$ cat config.mk
export PLATFORM = sky130hd
export DESIGN_NAME = pc_gen_flat
export DESIGN_NICKNAME = d
export VERILOG_FILES = /design/src/rtl/pc_gen_pkg.sv /design/src/rtl/pc_gen_if.sv /design/src/rtl/pc_gen.sv /design/src/flat_wrapper.sv
export SDC_FILE = /design/constraint.sdc
export NUM_CORES = 1
export LEC_CHECK = 0
export CAP_MARGIN = 30
export CORE_ASPECT_RATIO = 0.7
export CORE_MARGIN = 2
export CORE_UTILIZATION = 25
export CTS_CLUSTER_DIAMETER = 150
export CTS_CLUSTER_SIZE = 16
export DETAILED_ROUTE_END_ITERATION = 6
export GPL_TIMING_DRIVEN = 0
export PLACE_DENSITY = 0.57
export SYNTH_ARGS = -nofsm -noshare
export SYNTH_HDL_FRONTEND = slang
export SYNTH_SLANG_ARGS = --single-unit
export TNS_END_PERCENT = 100
$ cat constraint.sdc
create_clock -name clk -period 2.2 [get_ports clk]
set_clock_uncertainty 0.15 [all_clocks]
set_input_delay 0.66 -clock clk [delete_from_list [all_inputs] [get_ports clk]]
set_output_delay 0.66 -clock clk [all_outputs]
set_load 0.005 [all_outputs]
$ cat src/rtl/pc_gen_pkg.sv
// Shared constants and state encoding for the fetch program-counter generator.
// Imported by the interface and by the pc_gen top.
package pc_gen_pkg;

    localparam int unsigned REG_BUS_W   = 32;
    localparam int unsigned INST_ADDR_W = 32;

    localparam logic [INST_ADDR_W-1:0] RESET_PC_DEFAULT = 32'hBFC0_0000;
    localparam logic [INST_ADDR_W-1:0] PC_STEP          = 32'd4;

    // Reset is asserted when rst equals this level.
    localparam logic RST_ENABLE = 1'b0;

    typedef enum logic {
        PC_IDLE    = 1'b0,
        PC_PENDING = 1'b1
    } pc_state_e;

endpackage : pc_gen_pkg

$ cat src/rtl/pc_gen_if.sv
// Control/redirect bundle between the pipeline and the program-counter generator.
// The pipeline side is master; pc_gen is the slave that owns the fetch PC.
interface pc_gen_if;
    import pc_gen_pkg::*;

    logic                   stall_i;
    logic                   branch_flag_i;
    logic [INST_ADDR_W-1:0] branch_target_i;
    logic                   flush_i;
    logic [INST_ADDR_W-1:0] new_pc_i;
    logic [INST_ADDR_W-1:0] pc_o;
    logic                   ce_o;
    logic                   redirect_o;
    logic                   pending_o;

    modport master (
        output stall_i, branch_flag_i, branch_target_i, flush_i, new_pc_i,
        input  pc_o, ce_o, redirect_o, pending_o
    );

    modport slave (
        input  stall_i, branch_flag_i, branch_target_i, flush_i, new_pc_i,
        output pc_o, ce_o, redirect_o, pending_o
    );

endinterface : pc_gen_if

$ cat src/rtl/pc_gen.sv
// Fetch program-counter generator: sequential advance, branch/flush redirect,
// and a one-entry latch that holds a branch resolved while fetch is stalled.
module pc_gen
    import pc_gen_pkg::*;
#(
    parameter logic [INST_ADDR_W-1:0] RESET_PC = RESET_PC_DEFAULT
) (
    input  logic     clk,
    input  logic     rst,
    pc_gen_if.slave  bus
);

    logic [INST_ADDR_W-1:0] pc_q, pc_d;
    logic [INST_ADDR_W-1:0] pend_tgt_q, pend_tgt_d;
    pc_state_e              state_q, state_d;
    logic                   ce_q, ce_d;
    logic                   redirect_q, redirect_d;

    // NOTE: every signal gets a default before the priority chain, so no path
    // leaves a variable unassigned and no latch is inferred.
    always_comb begin
        pc_d       = pc_q;
        pend_tgt_d = pend_tgt_q;
        state_d    = state_q;
        ce_d       = 1'b1;
        redirect_d = 1'b0;

        if (!ce_q) begin
            // First edge out of reset only enables fetch; PC stays at RESET_PC.
        end else if (bus.flush_i) begin
            pc_d       = bus.new_pc_i;
            state_d    = PC_IDLE;
            redirect_d = 1'b1;
        end else if (bus.stall_i) begin
            if (bus.branch_flag_i) begin
                pend_tgt_d = bus.branch_target_i;
                state_d    = PC_PENDING;
            end
        end else if (bus.branch_flag_i) begin
            pc_d       = bus.branch_target_i;
            state_d    = PC_IDLE;
            redirect_d = 1'b1;
        end else if (state_q == PC_PENDING) begin
            pc_d       = pend_tgt_q;
            state_d    = PC_IDLE;
            redirect_d = 1'b1;
        end else begin
            pc_d = pc_q + PC_STEP;
        end
    end

    // NOTE: state registers use non-blocking assignments so every flop samples
    // the values from before the edge, independent of statement order.
    always_ff @(posedge clk) begin
        if (rst == RST_ENABLE) begin
            pc_q       <= RESET_PC;
            pend_tgt_q <= '0;
            state_q    <= PC_IDLE;
            ce_q       <= 1'b0;
            redirect_q <= 1'b0;
        end else begin
            pc_q       <= pc_d;
            pend_tgt_q <= pend_tgt_d;
            state_q    <= state_d;
            ce_q       <= ce_d;
            redirect_q <= redirect_d;
        end
    end

    assign bus.pc_o       = pc_q;
    assign bus.ce_o       = ce_q;
    assign bus.redirect_o = redirect_q;
    assign bus.pending_o  = (state_q == PC_PENDING);

endmodule : pc_gen

$ cat src/flat_wrapper.sv
// flat-port wrapper written by rule: the top's interface ports become plain ports
module pc_gen_flat import pc_gen_pkg::*;
#(
    parameter logic [INST_ADDR_W-1:0] RESET_PC = RESET_PC_DEFAULT
)
  (clk, rst, bus_stall_i, bus_branch_flag_i, bus_branch_target_i, bus_flush_i, bus_new_pc_i, bus_pc_o, bus_ce_o, bus_redirect_o, bus_pending_o);
  pc_gen_if bus_i ();
  input  logic clk;
  input  logic rst;
  input wire logic [$bits(bus_i.stall_i)-1:0] bus_stall_i;
  input wire logic [$bits(bus_i.branch_flag_i)-1:0] bus_branch_flag_i;
  input wire logic [$bits(bus_i.branch_target_i)-1:0] bus_branch_target_i;
  input wire logic [$bits(bus_i.flush_i)-1:0] bus_flush_i;
  input wire logic [$bits(bus_i.new_pc_i)-1:0] bus_new_pc_i;
  output wire logic [$bits(bus_i.pc_o)-1:0] bus_pc_o;
  output wire logic [$bits(bus_i.ce_o)-1:0] bus_ce_o;
  output wire logic [$bits(bus_i.redirect_o)-1:0] bus_redirect_o;
  output wire logic [$bits(bus_i.pending_o)-1:0] bus_pending_o;
  assign bus_i.stall_i = bus_stall_i;
  assign bus_i.branch_flag_i = bus_branch_flag_i;
  assign bus_i.branch_target_i = bus_branch_target_i;
  assign bus_i.flush_i = bus_flush_i;
  assign bus_i.new_pc_i = bus_new_pc_i;
  assign bus_pc_o = bus_i.pc_o;
  assign bus_ce_o = bus_i.ce_o;
  assign bus_redirect_o = bus_i.redirect_o;
  assign bus_pending_o = bus_i.pending_o;
  pc_gen #(.RESET_PC(RESET_PC)) u_core (.clk(clk), .rst(rst), .bus(bus_i));
endmodule
Yosys cells after proc, flatten, opt, wreduce, memory -nomap -nowiden:

Index checks and enable logic that the tools add are counted.

* eq/ne operators: 2
* bitwise gates (word level): 1
* add/subtract/negate cells: 1
* muxes and demuxes: 12
* multipliers: 0
* shift operators: 0
* magnitude comparators: 0
* reduce and logical (&&, ||, !) cells: 4
* divide/modulo/power cells: 0

Operator list (number)
* 32-bit 2-to-1 mux: 4
* 32-bit by 3-bit adder with 32-bit output (second input constant): 1
* 1-bit 2-to-1 mux: 8
* 2-bit AND reduction: 3
* 4-bit AND reduction: 1
* 3-bit by 1-bit inequality test with 1-bit output (second input constant): 1
* 2-bit by 1-bit inequality test with 1-bit output (second input constant): 1
* 1-bit NOT: 1

* output and inout port bits: 35
* memory bits (read-only): 0
* flip-flop bits (word level): 67
* bits in writable memories: 0
* bits in latches: 0
* logic and storage cells: 25
* memories kept: 0

Logic depth before layout (Yosys ltp):

Gate-level depths: netlist of the first run.

* depth in word-level cells: 5
* depth in mapped cells: 7

Worst setup path after synthesis of the first run:

OpenSTA, ideal clock, no wires.

* path kind: input port to flip-flop
* from: in bus_branch_flag_i
* to: reg u_core.pc_q[26] (netlist: u_core.bus.pc_o[26])
* path slack: -39 ps
* data required time: 1923 ps
* data arrival time: 1962 ps
* cell stages on the path: 6
* setup time: 127 ps
* path buffers: 2
* cells stage by stage: clkbuf_1 -> or2_2 -> clkbuf_1 -> o21ai_0 -> o311ai_0 -> a2bb2oi_1

* cells in the longest elaborated chain, start to end: 3

Ends and longest elaborated chain
* from (decl): RTL line flat_wrapper.sv:11 `input wire logic [$bits(bus_i.branch_flag_i)-1:0] bus_branch_flag_i;`
* 32-bit 2-to-1 mux: RTL line pc_gen.sv:39 `end else if (bus.branch_flag_i) begin`
* 32-bit 2-to-1 mux: RTL line pc_gen.sv:34 `end else if (bus.stall_i) begin`
* 32-bit 2-to-1 mux: RTL line pc_gen.sv:30 `end else if (bus.flush_i) begin`
* to (signal assigned): RTL line pc_gen.sv:62 `pc_q <= pc_d;`
* to (decl): RTL line pc_gen.sv:13 `logic [INST_ADDR_W-1:0] pc_q, pc_d;`

Every way passes these cells. The select of a mux whose other input is x is not followed.
A chain may end at the register's enable or synchronous reset.

Final worst setup path of the first run:

* from: in bus_branch_flag_i
* to: reg u_core.pc_q[9] (netlist: u_core.bus.pc_o[9])

The elaborated chain is that of the path after synthesis.

==> summary.txt, run 1 <==
Routing
  – Detailed-route wire length: 17.8 mm
  – DRT antenna net count: 0
  – Routed vias/inst: 5.50
  – Wire per inst: 20.7 µm
  – # DRC: 0
  – Via count: 4755
  – Starting DRT DRC Count: 568
  – DR pass1 iterations: 5

CTS
  – Htree depth: 3
  – Worst-Skew Late Latency: 0.35 ns
  – Clk buf depth: 2
  – Clk sinks: 67
  – Clock slew at reported path FFs: 0.06 ns
  – Root buf cell: clkbuf_16
  – CTS tree: done
  – CTS buffer count: 9

Final layout
  – P&R area growth vs syn: 46.4%
  – Nets: 729
  – Post-route cell area: 5750 µm²
  – Diodes inserted: 0
  – Utilization after layout: 37.3%
  – Fin cells: 864
  – Share of cells above drive strength 1: 14.9%

Synth
  – Synth cell count leaders: 112 x nand2_1, 67 x dfxtp_1, 50 x a21oi_1
  – Simple-gate share of the synthesized area: 29.5%
  – EDFF count, synth: 0
  – Count leader, synth: nand2_1
  – Share of Yosys cell area claimed by the top area cell type: 34.2%
  – Post-Syn Instances: 541
  – Syn_area_per_cell: 7.26 µm²
  – Most used DFF post-synth: dfxtp_1
  – Yosys warns: 0
  – Mapped Area: 3930 µm²
  – Synthesized flop and latch total: 67
  – Post-synth cell types: 61
  – Syn Nets: 611
  – Adder-cell area share of the yosys netlist: 0.319%
  – Main combinational cell family by area after synthesis: simple AND/OR/NAND/NOR gates
  – Post-synthesis xor/xnor area fraction: 2.45%
  – Leading post-synthesis cells by cell area: dfxtp_1 34%, nand2_1 11%, a21oi_1 6.4%
  – Ys async rst share: 0%
  – Yosys top cell by area: dfxtp_1
  – Sequential share of the synthesized area: 34.2%
  – Post-synthesis mux area share: 2.84%
  – Compound-cell area share of the yosys netlist: 25.1%

Setup path
  – Cell mode on critical path: clkbuf_2
  – R2R Path End: u_core.bus.pc_o[15]$_SDFFE_PN0P_
  – CP Capture Type: flop
  – Crit path buf inv count: 3
  – RR Startpoint: u_core.bus.pc_o[4]$_SDFFE_PN0P_
  – Largest delay contributor family on the critical path: buffers and inverters
  – Crit. Startpoint: bus_branch_flag_i
  – Worst path max stage delay: 0.59 ns
  – Worst Path Max Fanout: 10
  – Worst EP required: 2.25 ns
  – Slowest CP cell: o311ai_0
  – Worst Path Arrival: 2.23 ns
  – Startpoint Class: primary input
  – Crit path kind: primary input to flop
  – Reg2Reg Depth: 6
  – FF-to-FF setup slack: 0.03 ns
  – Critical path cell sequence: clkbuf_2 -> clkbuf_1 -> clkbuf_2 -> o311ai_0 -> o21ai_0

STA
  – Final Max Slew Viols: 0
  – Slew HR: 53.1%
  – Hold slack final: 0.302 ns
  – Endpoints failing setup: 0
  – Final period demand of the worst path: 2.18 ns
  – Worst Max-Slew Pin Slew: 0.703 ns
  – Final Cycle Share: 99.2%
  – RSZ-0062 raised after global routing: true
  – Final Hold Viols: 0
  – Fmax: 458 MHz

Floorplanning
  – Rows: 38
  – Die Y: 109 µm
  – Core ar.: 15400 µm²
  – DIE WIDTH: 154 µm
  – Die area: 16700 µm²
  – I/O pins: 104
  – Initial Utilization: 25.5%

Power
  – Psw: 1.06 mW
  – Peak supply drop: 0.310 mV
  – Leakage power: 2.11 nW
  – Flop pwr share: 37.7%
  – Sw Share: 29.5%
  – Total power: 3.59 mW
  – Power Dens Cells: 625 nW/µm²
  – Clock share of power: 42.4%
  – Combinational share of power: 19.8%
  – Internal: 2.53 mW

Status
  – Outcome: completed

Placement
  – Final Wtd Congestion: 0.905
  – DP Cell Count: 843
  – Placed Area: 5200 µm²
  – Port bufs: 102
  – HPWL after DPL: 13.2 mm

Worst hold path
  – Hold depth: 2
  – Worst hold endpoint: u_core.pend_tgt_q[28]$_SDFFE_PN0P_
  – Startpoint of the worst hold path: u_core.pend_tgt_q[28]$_SDFFE_PN0P_
  – Min-delay worst type: flop to flop

Global route
  – First-pass GRT wire length: 26.1 mm
  – Initial antenna violation count: 0
  – Vias in the first global route: 4331
  – Largest net degree at the start of global routing: 14
  – Grt ovf: 0
  – Gr usage total: 20.8%

Job
  – Number of max-cap violations: 0
[cell families after synthesis]
kind of cell | Yosys count
AND/OR/NAND/NOR | 236
AO/OA/AOI/OAI | 157
flip-flops | 67
buffers and inverters | 58
XOR/XNOR | 11
multiplexers | 11
adder cells (fa/ha/maj) | 1
[tightest hold or removal path, stage by stage, from the launching register on]
cell	delay, ns
dfxtp_1	0.30
nand2_1	0.05
a21oi_1	0.05
[state kept, by name, indices dropped and copies added, names as in the netlist]
register and cells:
u_core.bus.redirect_o 1, u_core.bus.pending_o 1, u_core.pend_tgt_q 32, u_core.bus.pc_o 32, u_core.bus.ce_o 1
[metrics by stage]
| stage | setup slack [ns] | setup TNS, ns |
|---|---|---|
| after floorplan | 0.0559 | 0 |
| after global placement | -0.992 | -41.82 |
| after detailed placement | -1.02 | -43.16 |
| after CTS | -0.000265 | -0.000265 |
| after global routing | -0.0113 | -0.0168 |
| final | 0.0180 | 0 |
[layout by cell type, fill, tap and decap left out, types with 7 or more instances in the layout]
cell and count:
a21oi_1 49, a32oi_1 7, mux2i_1 10, and3_1 10, dfxtp_1 54, o211ai_1 7, a31oi_1 12, nor3_1 8
dfxtp_2 11, inv_1 14, nand2_1 107, nor2_1 25, clkdlybuf4s50_1 100, clkbuf_2 23, nand4_1 10, buf_4 8
xor2_1 7, o21ai_0 31, clkbuf_16 9, clkbuf_1 9, nand3_1 24
[final cells by class]
class | instances | area [µm²]
Fill cell | 1612 | 9660
Multi-Input combinational cell | 416 | 2460
Sequential cell | 67 | 1360
Timing Repair Buffer | 109 | 1070
Tap cell | 200 | 250
Clock buffer | 10 | 239
Buffer | 40 | 229
Clock inverter | 6 | 71.3
Inverter | 16 | 60.1
[timing repair]
action	in CTS	in global routing
pin swaps	2	5
hold buffers	0	0
setup endpoints to repair	67	22
gates resized for setup	61	35
setup buffers	1	6
hold endpoints to repair	0	0
[routing by layer]
metal	track usage [%]	routed length, µm	vias to the layer above
li1	-	-	2199
met5	0	0	-
met3	5.17	1620	17
met1	30.1	8350	2276
met2	31.5	7730	263
met4	3.80	139	0
[worst max-delay path by stage]
stage | to | slack (ns) | cells after the start
4_1_cts | u_core.bus.pc_o[15]$_SDFFE_PN0P_ | -0.0003 | 5
2_1_floorplan | u_core.bus.pc_o[12]$_SDFFE_PN0P_ | 0.06 | 7
6_report | u_core.bus.pc_o[9]$_SDFFE_PN0P_ | 0.02 | 5
5_1_grt | u_core.bus.pc_o[15]$_SDFFE_PN0P_ | -0.01 | 6
3_3_place_gp | u_core.bus.pc_o[7]$_SDFFE_PN0P_ | -0.99 | 8
3_5_place_dp | u_core.bus.pc_o[7]$_SDFFE_PN0P_ | -1.02 | 8
[power groups by stage]
stage | clock, mW | combinational [mW] | sequential [mW]
after floorplan | 0 | 0.292 | 1.35
after global placement | 0 | 0.658 | 1.37
after detailed placement | 0 | 0.664 | 1.37
after CTS | 1.52 | 0.685 | 1.35
after global routing | 1.59 | 0.757 | 1.36
final | 1.52 | 0.712 | 1.36
(Power assumes the default switching activity.)
==> run 2: changes to the inputs <==
Settings changed: PLACE_DENSITY 0.57 to 0.54, SKIP_LAST_GASP set to 1.
==> run 2 against run 1 <==
  * Combinational power about the same
  * Non-clock buffer count decreased by 4
  * Register-to-register slack is essentially flat
  * The run now ends with setup timing left
  * Global-route usage is 0.20 points higher
  * Clock power increased by 7%
  * Design area decreased by 0.41%
  * Sequential share of layout area is essentially flat
  * Clock-buffer cell count rose by 1
  * Sequential cell count did not move
==> summary.txt, run 2 (synthesized netlist as in run 1, its figures left out) <==
Placement
  – Final Wtd Congestion: 0.893 (-1.3%)
  – DP Cell Count: 843 (unchanged)
  – Placed Area: 5200 µm² (unchanged)
  – HPWL after DPL: 13.3 mm (+0.37%)
  – Place WS: -1.13 ns (-0.110 ns)
  – Port bufs: 102 (unchanged)

STA
  – Final Max Slew Viols: 0 (unchanged)
  – Fmax: 451 MHz (-1.7%)
  – Final Cycle Share: 101% (+1.7 points)
  – Final Hold Viols: 0 (unchanged)
  – RSZ-0062 raised after global routing: true
  – Sum of negative setup slack: -0.0187 ns (-0.0187 ns)
  – Slew HR: 50.6% (-2.5 points)
  – Worst Max-Slew Pin Slew: 0.741 ns (+0.0378 ns)
  – Hold slack final: 0.303 ns (+0.00168 ns)
  – Final period demand of the worst path: 2.22 ns (+0.0367 ns)
  – Endpoints failing setup: 1 (+1)
  – Post-route setup slack: -0.0187 ns (-0.0367 ns)

Setup path
  – Worst Path Max Fanout: 10 (unchanged)
  – Crit path kind: primary input to flop
  – Worst EP required: 2.31 ns (+0.06 ns)
  – Slowest CP cell: a21oi_1
  – R2R Path End: u_core.bus.pc_o[28]$_SDFFE_PN1P_
  – Critical path cell sequence: clkbuf_2 -> clkbuf_2 -> clkbuf_4 -> nand2_1 -> a21oi_1 -> o21ai_0 -> a211oi_1
  – Worst path max stage delay: 0.32 ns (-0.27 ns)
  – Reg2Reg Depth: 7 (+1)
  – RR Startpoint: u_core.bus.pending_o$_SDFFE_PN0P_
  – Cell mode on critical path: clkbuf_2
  – CP Capture Type: flop
  – Worst Path Arrival: 2.32 ns (+0.09 ns)
  – Startpoint Class: primary input
  – FF-to-FF setup slack: 0.02 ns (about the same)

CTS
  – CTS buffer count: 9 (unchanged)
  – Hold_buf cts: 0 (unchanged)
  – Htree depth: 3 (unchanged)
  – Worst-Skew Late Latency: 0.34 ns (about the same)
  – CTS tree: done
  – Clock slew at reported path FFs: 0.06 ns (about the same)
  – Clk sinks: 67 (unchanged)
  – Clk buf depth: 2 (unchanged)
  – Root buf cell: clkbuf_16

Global route
  – First-pass GRT wire length: 26.0 mm (-0.61%)
  – Grt ovf: 0 (unchanged)
  – Largest net degree at the start of global routing: 13 (-1)
  – Vias in the first global route: 4323 (-0.18%)
  – Initial antenna violation count: 0 (unchanged)
  – Gr usage total: 21.0% (+0.20 points)

Worst hold path
  – Min-delay worst type: flop to flop
  – Hold depth: 2 (unchanged)
  – Worst hold endpoint: u_core.pend_tgt_q[26]$_SDFFE_PN0P_
  – Startpoint of the worst hold path: u_core.pend_tgt_q[26]$_SDFFE_PN0P_

Routing
  – DR pass1 iterations: 5 (unchanged)
  – Detailed-route wire length: 17.8 mm (about the same)
  – Routed vias/inst: 5.48 (-0.46%)
  – Via count: 4711 (-0.93%)
  – # DRC: 0 (unchanged)
  – Wire per inst: 20.7 µm (+0.38%)
  – DRT antenna net count: 0 (unchanged)
  – Starting DRT DRC Count: 528 (-7.0%)

Final layout
  – Post-route cell area: 5720 µm² (-0.41%)
  – Nets: 725 (-0.55%)
  – Utilization after layout: 37.2% (-0.15 points)
  – Fin cells: 860 (-0.46%)
  – Most frequent cells in the layout: 108 x nand2_1, 100 x clkdlybuf4s50_1, 55 x dfxtp_1
  – P&R area growth vs syn: 45.8%
  – Most common cell after layout, fill and taps aside: nand2_1
  – FILL cells: 1619 (+0.43%)
  – Diodes inserted: 0 (unchanged)
  – Share of cells above drive strength 1: 14.1% (-0.82 points)

Floorplanning
  – Core ar.: 15400 µm² (unchanged)
  – DIE WIDTH: 154 µm (unchanged)
  – Rows: 38 (unchanged)
  – Die Y: 109 µm (unchanged)
  – Initial Utilization: 25.5% (unchanged)
  – I/O pins: 104 (unchanged)
  – Die area: 16700 µm² (unchanged)

Power
  – Peak supply drop: 0.269 mV (-13%)
  – Leakage power: 2.09 nW (-0.79%)
  – Total power: 3.68 mW (+2.4%)
  – Power Dens Cells: 642 nW/µm² (+2.8%)

Status
  – Outcome: finished with violations
  – Violated checks: setup timing

Job
  – Number of max-cap violations: 0 (unchanged)
==> run 2: worst max-delay path, delay by kind of cell <==
family	cells	cell delay, ns
compound gates	3	0.76
buf+inv	3	0.81
simple gates	1	0.08
==> run 2: what timing repair did <==
action                     4_1_cts  5_1_grt
resized for setup               58       38
pin swaps                        2        1
buffers inserted                 2        1
setup endpoints to repair       66       40
==> run 2: layout make-up <==
| cell class | instances | area [µm²] | area share, % |
|---|---|---|---|
| Multi-Input combinational cell | 416 | 2460 | 42.9 |
| Sequential cell | 67 | 1360 | 23.7 |
| Timing Repair Buffer | 105 | 1050 | 18.3 |
| Tap cell | 200 | 250 | 4.37 |
| Clock buffer | 11 | 243 | 4.24 |
| Buffer | 40 | 228 | 3.98 |
| Clock inverter | 5 | 85.1 | 1.49 |
| Inverter | 16 | 60.1 | 1.05 |
==> run 2: power breakdown <==
group	switching, mW	total [mW]	internal (mW)	leakage (nW)
sequential	0.0751	1.35	1.28	0.551
clock	0.587	1.62	1.03	0.156
combinational	0.373	0.709	0.336	1.38
total	1.04	3.68	2.64	2.09
==> run 2: worst max path at each step <==
stage | startpoint | to | slack (ns)
after floorplan | bus_branch_flag_i | u_core.bus.pc_o[12]$_SDFFE_PN0P_ | 0.06
after global placement | bus_flush_i | u_core.bus.pc_o[7]$_SDFFE_PN0P_ | -1.16
after detailed placement | bus_flush_i | u_core.bus.pc_o[7]$_SDFFE_PN0P_ | -1.13
after CTS | u_core.bus.pc_o[6]$_SDFFE_PN0P_ | u_core.bus.pc_o[15]$_SDFFE_PN0P_ | -0.03
after global routing | u_core.bus.pending_o$_SDFFE_PN0P_ | u_core.bus.pc_o[28]$_SDFFE_PN1P_ | -0.07
final | bus_branch_flag_i | u_core.bus.pc_o[28]$_SDFFE_PN1P_ | -0.02
==> run 2: metal layers <==
metal / vias up / share of wire (%) / global-route usage [%]
met4: 0 / 1.3 / 5.57
met5: - / 0 / 0
met3: 16 / 9.8 / 6.36
met1: 2269 / 47 / 29.2
li1: 2185 / - / -
met2: 241 / 42 / 31.6
==> run 3: changes to the inputs <==
Settings changed: HOLD_SLACK_MARGIN set to 0.12.
==> results of run 3 <==
Same layout as run 2: the final DEF is identical, and so are final timing and power.
==> patch: new RTL, settings of run 2 <==
Change the package constant `RST_ENABLE` from 1'b0 to 1'b1.
--- a/src/rtl/pc_gen_pkg.sv
+++ b/src/rtl/pc_gen_pkg.sv
@@ -11,3 +11,3 @@
     // Reset is asserted when rst equals this level.
-    localparam logic RST_ENABLE = 1'b0;
+    localparam logic RST_ENABLE = 1'b1;
 
Behaviour: not the same (Yosys sat finds a counterexample within 4 cycles, from zero or initial values).
==> patch against run 2 <==
  * Sequential share of layout area down 0.33 points
  * Clock power down 9%
  * Area after synthesis down 0.48%
  * Setup slack better by 0.023 ns
  * Total power down 3.5%
  * Non-clock buffer count up 11
  * Count of clock-buffer cells in the layout down 1
  * Sequential cell count unchanged
  * Cell area up 1.7%
  * Wire length up 1.2%
  * Critical endpoint is now u_core.bus.pc_o[5]
  * Largest cell class unchanged
==> patch: results (changes against run 2) <==
metric	value	unit	change
drt initial violations	472		-11%
synth cell count leaders	106 x nand2_1, 67 x dfxtp_1, 65 x a21oi_1, 33 x o21ai_0, 32 x clkbuf_1		
bufs w/o clock	156		+7.6%
Rel. slew slack	58.3	%	+7.7 points
Psw	1.04	mW	+0.81%
status	complete, no violations		
Critical R2R Launch	u_core.bus.pending_o		
Synth Area in Compound Gates	27.2	%	+2.1 points
comb_multi_in	413		-0.72%
nets	722		-0.41%
Setup Buffers After CTS	6		+4
Synth Area in Adders	0.320	%	+0.0015 points
mux cell area share after synthesis	2.31	%	-0.53 points
grt met1 use	30.1	%	+0.87 points
WL met2	7570	um	+0.33%
XOR/XNOR Fraction of Synth Area	2.47	%	+0.012 points
post-synthesis sequential area ratio	34.3	%	+0.16 points
library cells used by synthesis	64		+4.9%
fraction of layout cells with a size suffix above 1	16.4	%	+2.3 points
Worst Hold Launch	u_core.pend_tgt_q[2]		
R2R Path End	u_core.bus.pc_o[19]		
first-pass GRT wire length	26600	um	+2.4%
Flop pwr share	38.4	%	+1.7 points
RD Place Congestion	0.894		+0.10%
overall routing resource usage	21.4	%	+0.44 points
CP arrival	2.25	ns	-0.07 ns
-- patch: cell count changes in the layout (fill, tap and decap cells not counted), moves of 4 or more --
cell,run 2,this run
buf_4,7,18
nand3_1,24,11
nor2_1,24,20
inv_1,15,2
a32oi_1,7,2
clkbuf_1,9,4
a21oi_1,50,64
clkbuf_2,21,9
buf_2,1,10
buf_6,0,4
o21ai_1,2,9
o21ai_0,34,24
-- patch: per-stage QoR --
| step | instances | util [%] | setup TNS (ns) | worst slack, ns | instance area [um2] |
|---|---|---|---|---|---|
| global route | 857 | 37.8 | -0.112 | -0.0378 | 5820 |
| finish | 857 | 37.8 | 0 | 0.00400 | 5820 |
| detailed placement | 828 | 33.7 | -50.65 | -1.19 | 5190 |
| floorplan | 525 | - | 0 | 0.144 | 3910 |
| global placement | 828 | 33.7 | -50.04 | -1.23 | 5190 |
| CTS | 850 | 36.9 | -0.215 | -0.0287 | 5690 |
